## src/rtl/booth_seq_ctrl_if.sv

```systemverilog
// Control/status bundle between the Booth sequencer and its shift-register datapath.
// Optional abort/aborted signals exist only when BOOTH_ABORT_EN is defined.
interface booth_seq_ctrl_if #(
    parameter int CNT_W = 3
);
    logic             start;
    logic             q0;
    logic             q_m1;
    logic             m_load;
    logic             q_load;
    logic             a_clear;
    logic             qm1_clear;
    logic             a_load;
    logic             sub;
    logic             shift_en;
    logic             out_sel_a;
    logic             out_sel_q;
    logic             busy;
    logic             done;
    logic [CNT_W-1:0] iter;
`ifdef BOOTH_ABORT_EN
    logic             abort;
    logic             aborted;
`endif

    // Requester/datapath side
    modport master (
        output start, q0, q_m1,
`ifdef BOOTH_ABORT_EN
        output abort,
        input  aborted,
`endif
        input  m_load, q_load, a_clear, qm1_clear, a_load, sub, shift_en,
               out_sel_a, out_sel_q, busy, done, iter
    );

    // Sequencer side
    modport slave (
        input  start, q0, q_m1,
`ifdef BOOTH_ABORT_EN
        input  abort,
        output aborted,
`endif
        output m_load, q_load, a_clear, qm1_clear, a_load, sub, shift_en,
               out_sel_a, out_sel_q, busy, done, iter
    );
endinterface

```

## src/rtl/booth_seq_ctrl.sv

```systemverilog
// Moore control FSM for radix-2 Booth signed multiplication (WIDTH iterations).
// Define BOOTH_ABORT_EN to add the abort input and aborted pulse output.
module booth_seq_ctrl #(
    parameter int WIDTH = 8,
    parameter int CNT_W = 3
) (
    input logic             clk,
    input logic             reset,
    booth_seq_ctrl_if.slave bus
);
    typedef enum logic [3:0] {
        IDLE, LOAD_M, LOAD_Q, EVAL, ADD, SUB, SHIFT, OUT_A, OUT_Q, DONE
    } state_t;

    localparam logic [CNT_W-1:0] LAST_ITER = CNT_W'(WIDTH - 1);

    state_t           state, state_nxt;
    logic [CNT_W-1:0] iter, iter_nxt;
`ifdef BOOTH_ABORT_EN
    logic             abort_hit;
    logic             aborted_q;
`endif

    always_ff @(posedge clk or posedge reset) begin
        if (reset) begin
            state     <= IDLE;
            iter      <= '0;
`ifdef BOOTH_ABORT_EN
            aborted_q <= 1'b0;
`endif
        end else begin
            state     <= state_nxt;
            iter      <= iter_nxt;
`ifdef BOOTH_ABORT_EN
            aborted_q <= abort_hit;
`endif
        end
    end

    always_comb begin
        state_nxt = state;
        iter_nxt  = iter;
`ifdef BOOTH_ABORT_EN
        abort_hit = 1'b0;
`endif
        case (state)
            IDLE:    if (bus.start) state_nxt = LOAD_M;
            LOAD_M:  state_nxt = LOAD_Q;
            LOAD_Q: begin
                iter_nxt  = '0;
                state_nxt = EVAL;
            end
            EVAL: begin
                case ({bus.q0, bus.q_m1})
                    2'b10:   state_nxt = SUB;
                    2'b01:   state_nxt = ADD;
                    default: state_nxt = SHIFT;
                endcase
            end
            ADD:     state_nxt = SHIFT;
            SUB:     state_nxt = SHIFT;
            SHIFT: begin
                if (iter == LAST_ITER) begin
                    state_nxt = OUT_A;
                end else begin
                    iter_nxt  = iter + 1'b1;
                    state_nxt = EVAL;
                end
            end
            OUT_A:   state_nxt = OUT_Q;
            OUT_Q:   state_nxt = DONE;
            DONE:    state_nxt = IDLE;
            default: state_nxt = IDLE;
        endcase
`ifdef BOOTH_ABORT_EN
        // Abort overrides normal sequencing; DONE is allowed to complete.
        if (bus.abort && (state != IDLE) && (state != DONE)) begin
            abort_hit = 1'b1;
            state_nxt = IDLE;
            iter_nxt  = '0;
        end
`endif
    end

    always_comb begin
        bus.m_load    = 1'b0;
        bus.q_load    = 1'b0;
        bus.a_clear   = 1'b0;
        bus.qm1_clear = 1'b0;
        bus.a_load    = 1'b0;
        bus.sub       = 1'b0;
        bus.shift_en  = 1'b0;
        bus.out_sel_a = 1'b0;
        bus.out_sel_q = 1'b0;
        bus.done      = 1'b0;
        case (state)
            LOAD_M:  bus.m_load = 1'b1;
            LOAD_Q: begin
                bus.q_load    = 1'b1;
                bus.a_clear   = 1'b1;
                bus.qm1_clear = 1'b1;
            end
            ADD:     bus.a_load = 1'b1;
            SUB: begin
                bus.a_load = 1'b1;
                bus.sub    = 1'b1;
            end
            SHIFT:   bus.shift_en  = 1'b1;
            OUT_A:   bus.out_sel_a = 1'b1;
            OUT_Q:   bus.out_sel_q = 1'b1;
            DONE:    bus.done      = 1'b1;
            default: ;
        endcase
    end

    assign bus.busy = (state != IDLE);
    assign bus.iter = iter;
`ifdef BOOTH_ABORT_EN
    assign bus.aborted = aborted_q;
`endif
endmodule

```

## src/flat_wrapper.sv

```systemverilog
// flat-port wrapper written by rule: the top's interface ports become plain ports
module booth_seq_ctrl_flat 
#(
    parameter int WIDTH = 8,
    parameter int CNT_W = 3
)
  (clk, reset, bus_start, bus_q0, bus_q_m1, bus_m_load, bus_q_load, bus_a_clear, bus_qm1_clear, bus_a_load, bus_sub, bus_shift_en, bus_out_sel_a, bus_out_sel_q, bus_busy, bus_done, bus_iter);
  booth_seq_ctrl_if #(.CNT_W(CNT_W)) bus_i ();
  input logic clk;
  input logic reset;
  input wire logic [$bits(bus_i.start)-1:0] bus_start;
  input wire logic [$bits(bus_i.q0)-1:0] bus_q0;
  input wire logic [$bits(bus_i.q_m1)-1:0] bus_q_m1;
  output wire logic [$bits(bus_i.m_load)-1:0] bus_m_load;
  output wire logic [$bits(bus_i.q_load)-1:0] bus_q_load;
  output wire logic [$bits(bus_i.a_clear)-1:0] bus_a_clear;
  output wire logic [$bits(bus_i.qm1_clear)-1:0] bus_qm1_clear;
  output wire logic [$bits(bus_i.a_load)-1:0] bus_a_load;
  output wire logic [$bits(bus_i.sub)-1:0] bus_sub;
  output wire logic [$bits(bus_i.shift_en)-1:0] bus_shift_en;
  output wire logic [$bits(bus_i.out_sel_a)-1:0] bus_out_sel_a;
  output wire logic [$bits(bus_i.out_sel_q)-1:0] bus_out_sel_q;
  output wire logic [$bits(bus_i.busy)-1:0] bus_busy;
  output wire logic [$bits(bus_i.done)-1:0] bus_done;
  output wire logic [$bits(bus_i.iter)-1:0] bus_iter;
  assign bus_i.start = bus_start;
  assign bus_i.q0 = bus_q0;
  assign bus_i.q_m1 = bus_q_m1;
  assign bus_m_load = bus_i.m_load;
  assign bus_q_load = bus_i.q_load;
  assign bus_a_clear = bus_i.a_clear;
  assign bus_qm1_clear = bus_i.qm1_clear;
  assign bus_a_load = bus_i.a_load;
  assign bus_sub = bus_i.sub;
  assign bus_shift_en = bus_i.shift_en;
  assign bus_out_sel_a = bus_i.out_sel_a;
  assign bus_out_sel_q = bus_i.out_sel_q;
  assign bus_busy = bus_i.busy;
  assign bus_done = bus_i.done;
  assign bus_iter = bus_i.iter;
  booth_seq_ctrl #(.WIDTH(WIDTH), .CNT_W(CNT_W)) u_core (.clk(clk), .reset(reset), .bus(bus_i));
endmodule
```

## config.mk

```make
export PLATFORM = sky130hd
export DESIGN_NAME = booth_seq_ctrl_flat
export DESIGN_NICKNAME = d
export VERILOG_FILES = /design/src/rtl/booth_seq_ctrl_if.sv /design/src/rtl/booth_seq_ctrl.sv /design/src/flat_wrapper.sv
export SDC_FILE = /design/constraint.sdc
export NUM_CORES = 1
export LEC_CHECK = 0
export ABC_AREA = 1
export CORE_AREA = 8 8 45 47
export CTS_BUF_LIST = sky130_fd_sc_hd__clkbuf_16
export DETAILED_ROUTE_END_ITERATION = 16
export DIE_AREA = 0 0 53 55
export PLACE_DENSITY = 0.71
export SLEW_MARGIN = 0
export SYNTH_ARGS = -nofsm -noshare
export SYNTH_HDL_FRONTEND = slang
export SYNTH_SLANG_ARGS = --single-unit
```

## constraint.sdc

```tcl
create_clock -name clk -period 3 [get_ports clk]
set_clock_uncertainty 0.05 [all_clocks]
set_input_delay 0.3 -clock clk [delete_from_list [all_inputs] [get_ports clk]]
set_output_delay 0.3 -clock clk [all_outputs]
set_load 0.01 [all_outputs]
```

# Word-level counts from Yosys, hierarchy flattened

Index checks and enable logic that the tools add are counted.

Register bits: 7
Input bits: 5
Output and inout bits: 14
Word-level logic and storage cells: 36

Add/subtract/negate cells: 1
Equality and inequality tests: 14
Muxes and demuxes: 14
Reductions and logical operators: 5

Operators by type and width:

| kind                                                             | count |
|---|---|
| 4-bit case mux with 8 select lines                               | 1 |
| 4-bit by 3-bit == test with 1-bit output (second input constant) | 4 |
| 4-bit by 2-bit == test with 1-bit output (second input constant) | 2 |
| 4-bit == test (second input constant)                            | 2 |
| 1-bit 2-to-1 mux                                                 | 8 |
| 3-bit 2-to-1 mux                                                 | 2 |
| 3-bit case mux with 2 select lines                               | 1 |
| 4-bit by 1-bit == test with 1-bit output (second input constant) | 1 |
| 4-bit logical NOT                                                | 1 |
| 4-bit 2-to-1 mux                                                 | 1 |
| 2-bit != test (second input constant)                            | 2 |
| 2-bit case mux with 2 select lines                               | 1 |
| 4-bit nonzero test                                               | 1 |
| 3-bit by 1-bit adder with 3-bit output (second input constant)   | 1 |
| 3-bit == test (second input constant)                            | 1 |
| 2-bit by 1-bit == test with 1-bit output (second input constant) | 1 |
| 2-bit == test (second input constant)                            | 1 |
| 2-bit AND reduction                                              | 1 |
| 2-bit nonzero test                                               | 1 |
| 2-bit OR reduction                                               | 1 |

# Longest topological paths before layout

Depth in word-level cells: 3
Depth in mapped cells: 6
Mapped depth without buffers: 6

# Worst setup path before layout

No wires, ideal clock.

Kind: register to output
From: register u_core.state[2]
To: output bus_q_load
Arrival: 1.070 ns
Data required time: 2.650 ns
Setup slack: 1.580 ns
Stages on the path, launching flop included: 5
Path buffers: 1
Cells stage by stage: dfrtp_1 nor2_2 inv_1 nor2_1 buf_4

Word-level cells in the longest chain between the ends: 2

Ends and longest elaborated chain:

| element                                  | line                 | source |
|---|---|---|
| from (decl)                              | booth_seq_ctrl.sv:17 | `state_t state, state_nxt;` |
| from (signal assigned)                   | booth_seq_ctrl.sv:32 | `state <= state_nxt;` |
| 4-bit by 2-bit == test with 1-bit output | --                   |  |
| 1-bit 2-to-1 mux                         | --                   |  |
| to (decl)                                | flat_wrapper.sv:15   | `output wire logic [$bits(bus_i.q_load)-1:0] bus_q_load;` |

No other way between the ends.

# Final worst setup path

From: register u_core.state[2]
To: output bus_q_load

Word-level cells in the longest chain between the ends: 2

Ends and longest elaborated chain:

| element                                  | line                 | source |
|---|---|---|
| 4-bit by 2-bit == test with 1-bit output | booth_seq_ctrl.sv:96 | `case (state)` |
| 1-bit 2-to-1 mux                         | booth_seq_ctrl.sv:96 |  |

No other way between the ends.

==> metrics.md <==
| Metric | Value |
|---|---|
| Final min period | `2.03 ns` |
| CTS sink count | `7` |
| GP Congestion | `0.770` |
| Worst hold path class | `in2async` |
| Run status | `finished clean` |
| Via density | `4.42` |
| Initial antenna violation count | `0` |
| Reg2Reg Depth | `6` |
| Post-synth cell types | `17` |
| Gr busiest metal | `met2` |
| Worst skew pair latency | `0.23 ns` |
| # port buffers | `18` |
| Area contributors post-synth | `dfrtp_1, nand2_1, ha_1` |
| F_max | `0.493 GHz` |
| Final HPWL DP | `918 um` |
| Clock network power share | `27.8%` |
| DRT Pass-1 Iters | `4` |
| RSZ-0062 raised after global routing | `false` |
| Setup WS pre-CTS | `1.21 ns` |
| Final wirelength | `1090 um` |
| CP Depth | `4` |
| Top Family by Delay on Critical Path | `buffers and inverters` |
| Die area | `0.00292 mm^2` |
| GRT met3 Usage | `1.87%` |
| Cell area after synthesis | `464 um^2` |
| Worst Setup End Kind | `output pin` |
| Pwr/cell area | `1080 mW/mm^2` |
| Max Cap Violations | `0` |
| Yosys top cell by area | `dfrtp_1` |
| Crit path from | `u_core.state[2]` |
| Post-synthesis mux area share | `0%` |
| XOR/XNOR share of the synthesized area | `0%` |
| CP max stage cell | `clkdlybuf4s50_1` |
| Core area | `0.00138 mm^2` |
| Leading cell type in the layout, fill and taps excluded | `clkdlybuf4s50_1` |
| Routed len/inst | `11.1 um` |
| Internal power | `0.487 mW` |
| Post-CTS Setup Inserts | `0` |
| Post-Synth Simple-Gate Area | `36.9%` |
| Initial Utilization | `33.5%` |
| CTS tree | `yes` |
| Post-Syn Nets | `70` |
| Comb pwr share | `49.8%` |
| Diodes inserted | `0` |
| Area share of the largest cell type after synthesis | `37.7%` |
| Mean post-synth cell area | `7.49 um^2` |
| Die height | `55 um` |
| Fin. max-slew vios | `0` |
| Io pins | `19` |
| Post-synthesis compound-gate area fraction | `4.85%` |
| Largest family of logic cells by synthesized area | `simple AND/OR/NAND/NOR gates` |
| Non-Filler Instances | `98` |
| Largest stage delay on the critical path | `0.57 ns` |
| Synthesized instance count | `62` |
| Synth Area in Adders | `8.09%` |
| Nature of the critical path startpoint | `flop` |
| CTS buffer count | `3` |
| Crit path DAT | `1.68 ns` |
| Yosys reg bits | `7` |
| Leak Pwr | `0.358 nW` |
| Via count | `433` |
| Gr usage total | `8.14%` |
| Drt initial violations | `8` |
| Total negative slack | `0 ns` |
| Crit Path Max Fanout | `6` |
| Seq pwr share | `22.4%` |
| Met2 Use GR | `13.3%` |
| Post_cts resized | `0` |
| Area grow syn2layout | `56.9%` |
| Worst-path clk slew | `0.03 ns` |
| Setup slack, reg-to-reg | `1.63 ns` |
| Switching portion of total power | `37.9%` |
| Hold_buf cts | `0` |
| Total grt overflow | `0` |
| First-pass GRT wire length | `1730 um` |
| Setup ws final | `0.971 ns` |
| Crit path cell chain | `nor2_2 > inv_1 > nor2_1 > clkdlybuf4s50_1` |
| Vias in the first global route | `421` |
| Switch Pwr | `0.297 mW` |
| Post-route antenna net violation count | `0` |
| Worst EP required | `2.65 ns` |
| Pin count of the biggest net entering global routing | `9` |
| # DRC | `0` |
| Most frequent cells in the layout | `clkdlybuf4s50_1, nand2_1, inv_1, nor2_1, dfrtp_1` |
| Die W | `53 um` |
| Max_slew headroom | `82.4%` |
| Met1 usage | `8.51%` |
| Final worst-path cycle share | `67.6%` |
| Layout cells sized above 1 | `17.1%` |
| Largest vdd supply drop | `0.495 mV` |
| FP Rows | `14` |
| Cells after DPL | `94` |
| Final Hold Vio Count | `0` |
| Maximum root-to-sink buffer count | `2` |
| WS Path Type | `reg2out` |
| Final setup viols | `0` |
| Ys Warns | `0` |
| Nets@finish | `91` |
| Buffers and inverters on the worst path | `2` |
| Htree depth | `1` |
| CTS root buf | `clkbuf_16` |
| Seq/Total Area, Yosys | `37.7%` |
| R2r startpoint | `u_core.bus.iter[0]` |
| Slew @ Worst Pin | `0.263 ns` |
==> path summary, 6_finish.rpt <==
| kind | endpoint |
|---|---|
| max reg2reg | u_core.bus.iter[0] |
| min reg2reg | u_core.bus.iter[0] |
| max in group asynchronous | u_core.bus.iter[0] |
| min | u_core.state[2] |
| max | bus_q_load |
| min in group clk | u_core.bus.iter[0] |
==> final cells by class <==
class,count,area (um^2)
repair buffers,18,180
clock inverters,1,3.75
flip-flops and latches,7,175
inverters,11,42.5
multi-input cells,42,231
clock buffers,3,75.1
well taps,16,20.0
fillers,130,656
==> Yosys cell counts, drive strengths merged <==
master and count:
nor3 1, nand3 6, o21ai 1, nor2 12, dfrtp 7, nand4 1, inv 10, o22ai 1
ha 3, buf 2, clkinv 1, nand2 16, o211ai 1
==> stage by stage <==
stage,util [%],total power [mW],hold WS (ns),cell area (um^2)
finish,52.6,0.784,0.251,728
global route,52.6,0.846,0.297,728
CTS,52.6,0.796,0.257,728
detailed placement,46.9,0.572,0.459,649
global placement,46.9,0.564,0.446,649
floorplan,-,0.418,0.0534,464
==> logic make-up after synthesis <==
kind of cell,Yosys count
AND/OR/NAND/NOR,36
flip-flops,7
adder cells (fa/ha/maj),3
AO/OA/AOI/OAI,3
buffers and inverters,13
==> routing by layer <==
| metal | vias up | wire (um) |
|---|---|---|
| li1 | 231 | - |
| met1 | 185 | 476 |
| met2 | 15 | 508 |
| met3 | 2 | 87 |
| met4 | 0 | 13 |
| met5 | - | 0 |
==> registers in the layout, indices dropped and copies added (netlist names) <==
signal,cells
u_core.bus.iter,3
u_core.state,4
==> power groups by stage <==
stage	Sequential, mW	Combinational, mW	Clock [mW]
after floorplan	0.174	0.243	0
after global placement	0.173	0.391	0
after detailed placement	0.177	0.395	0
after CTS	0.176	0.397	0.223
after global routing	0.181	0.435	0.230
final	0.176	0.391	0.218
==> worst reg2reg max path, delay by kind of cell, from the launching register on <==
family	cells	cell delay, ns
AOI/OAI and AO/OA	1	0.05
DFF	1	0.40
adders and majority gates	2	0.41
and+or+nand+nor	3	0.34
Power figures use the tool's default switching activity.
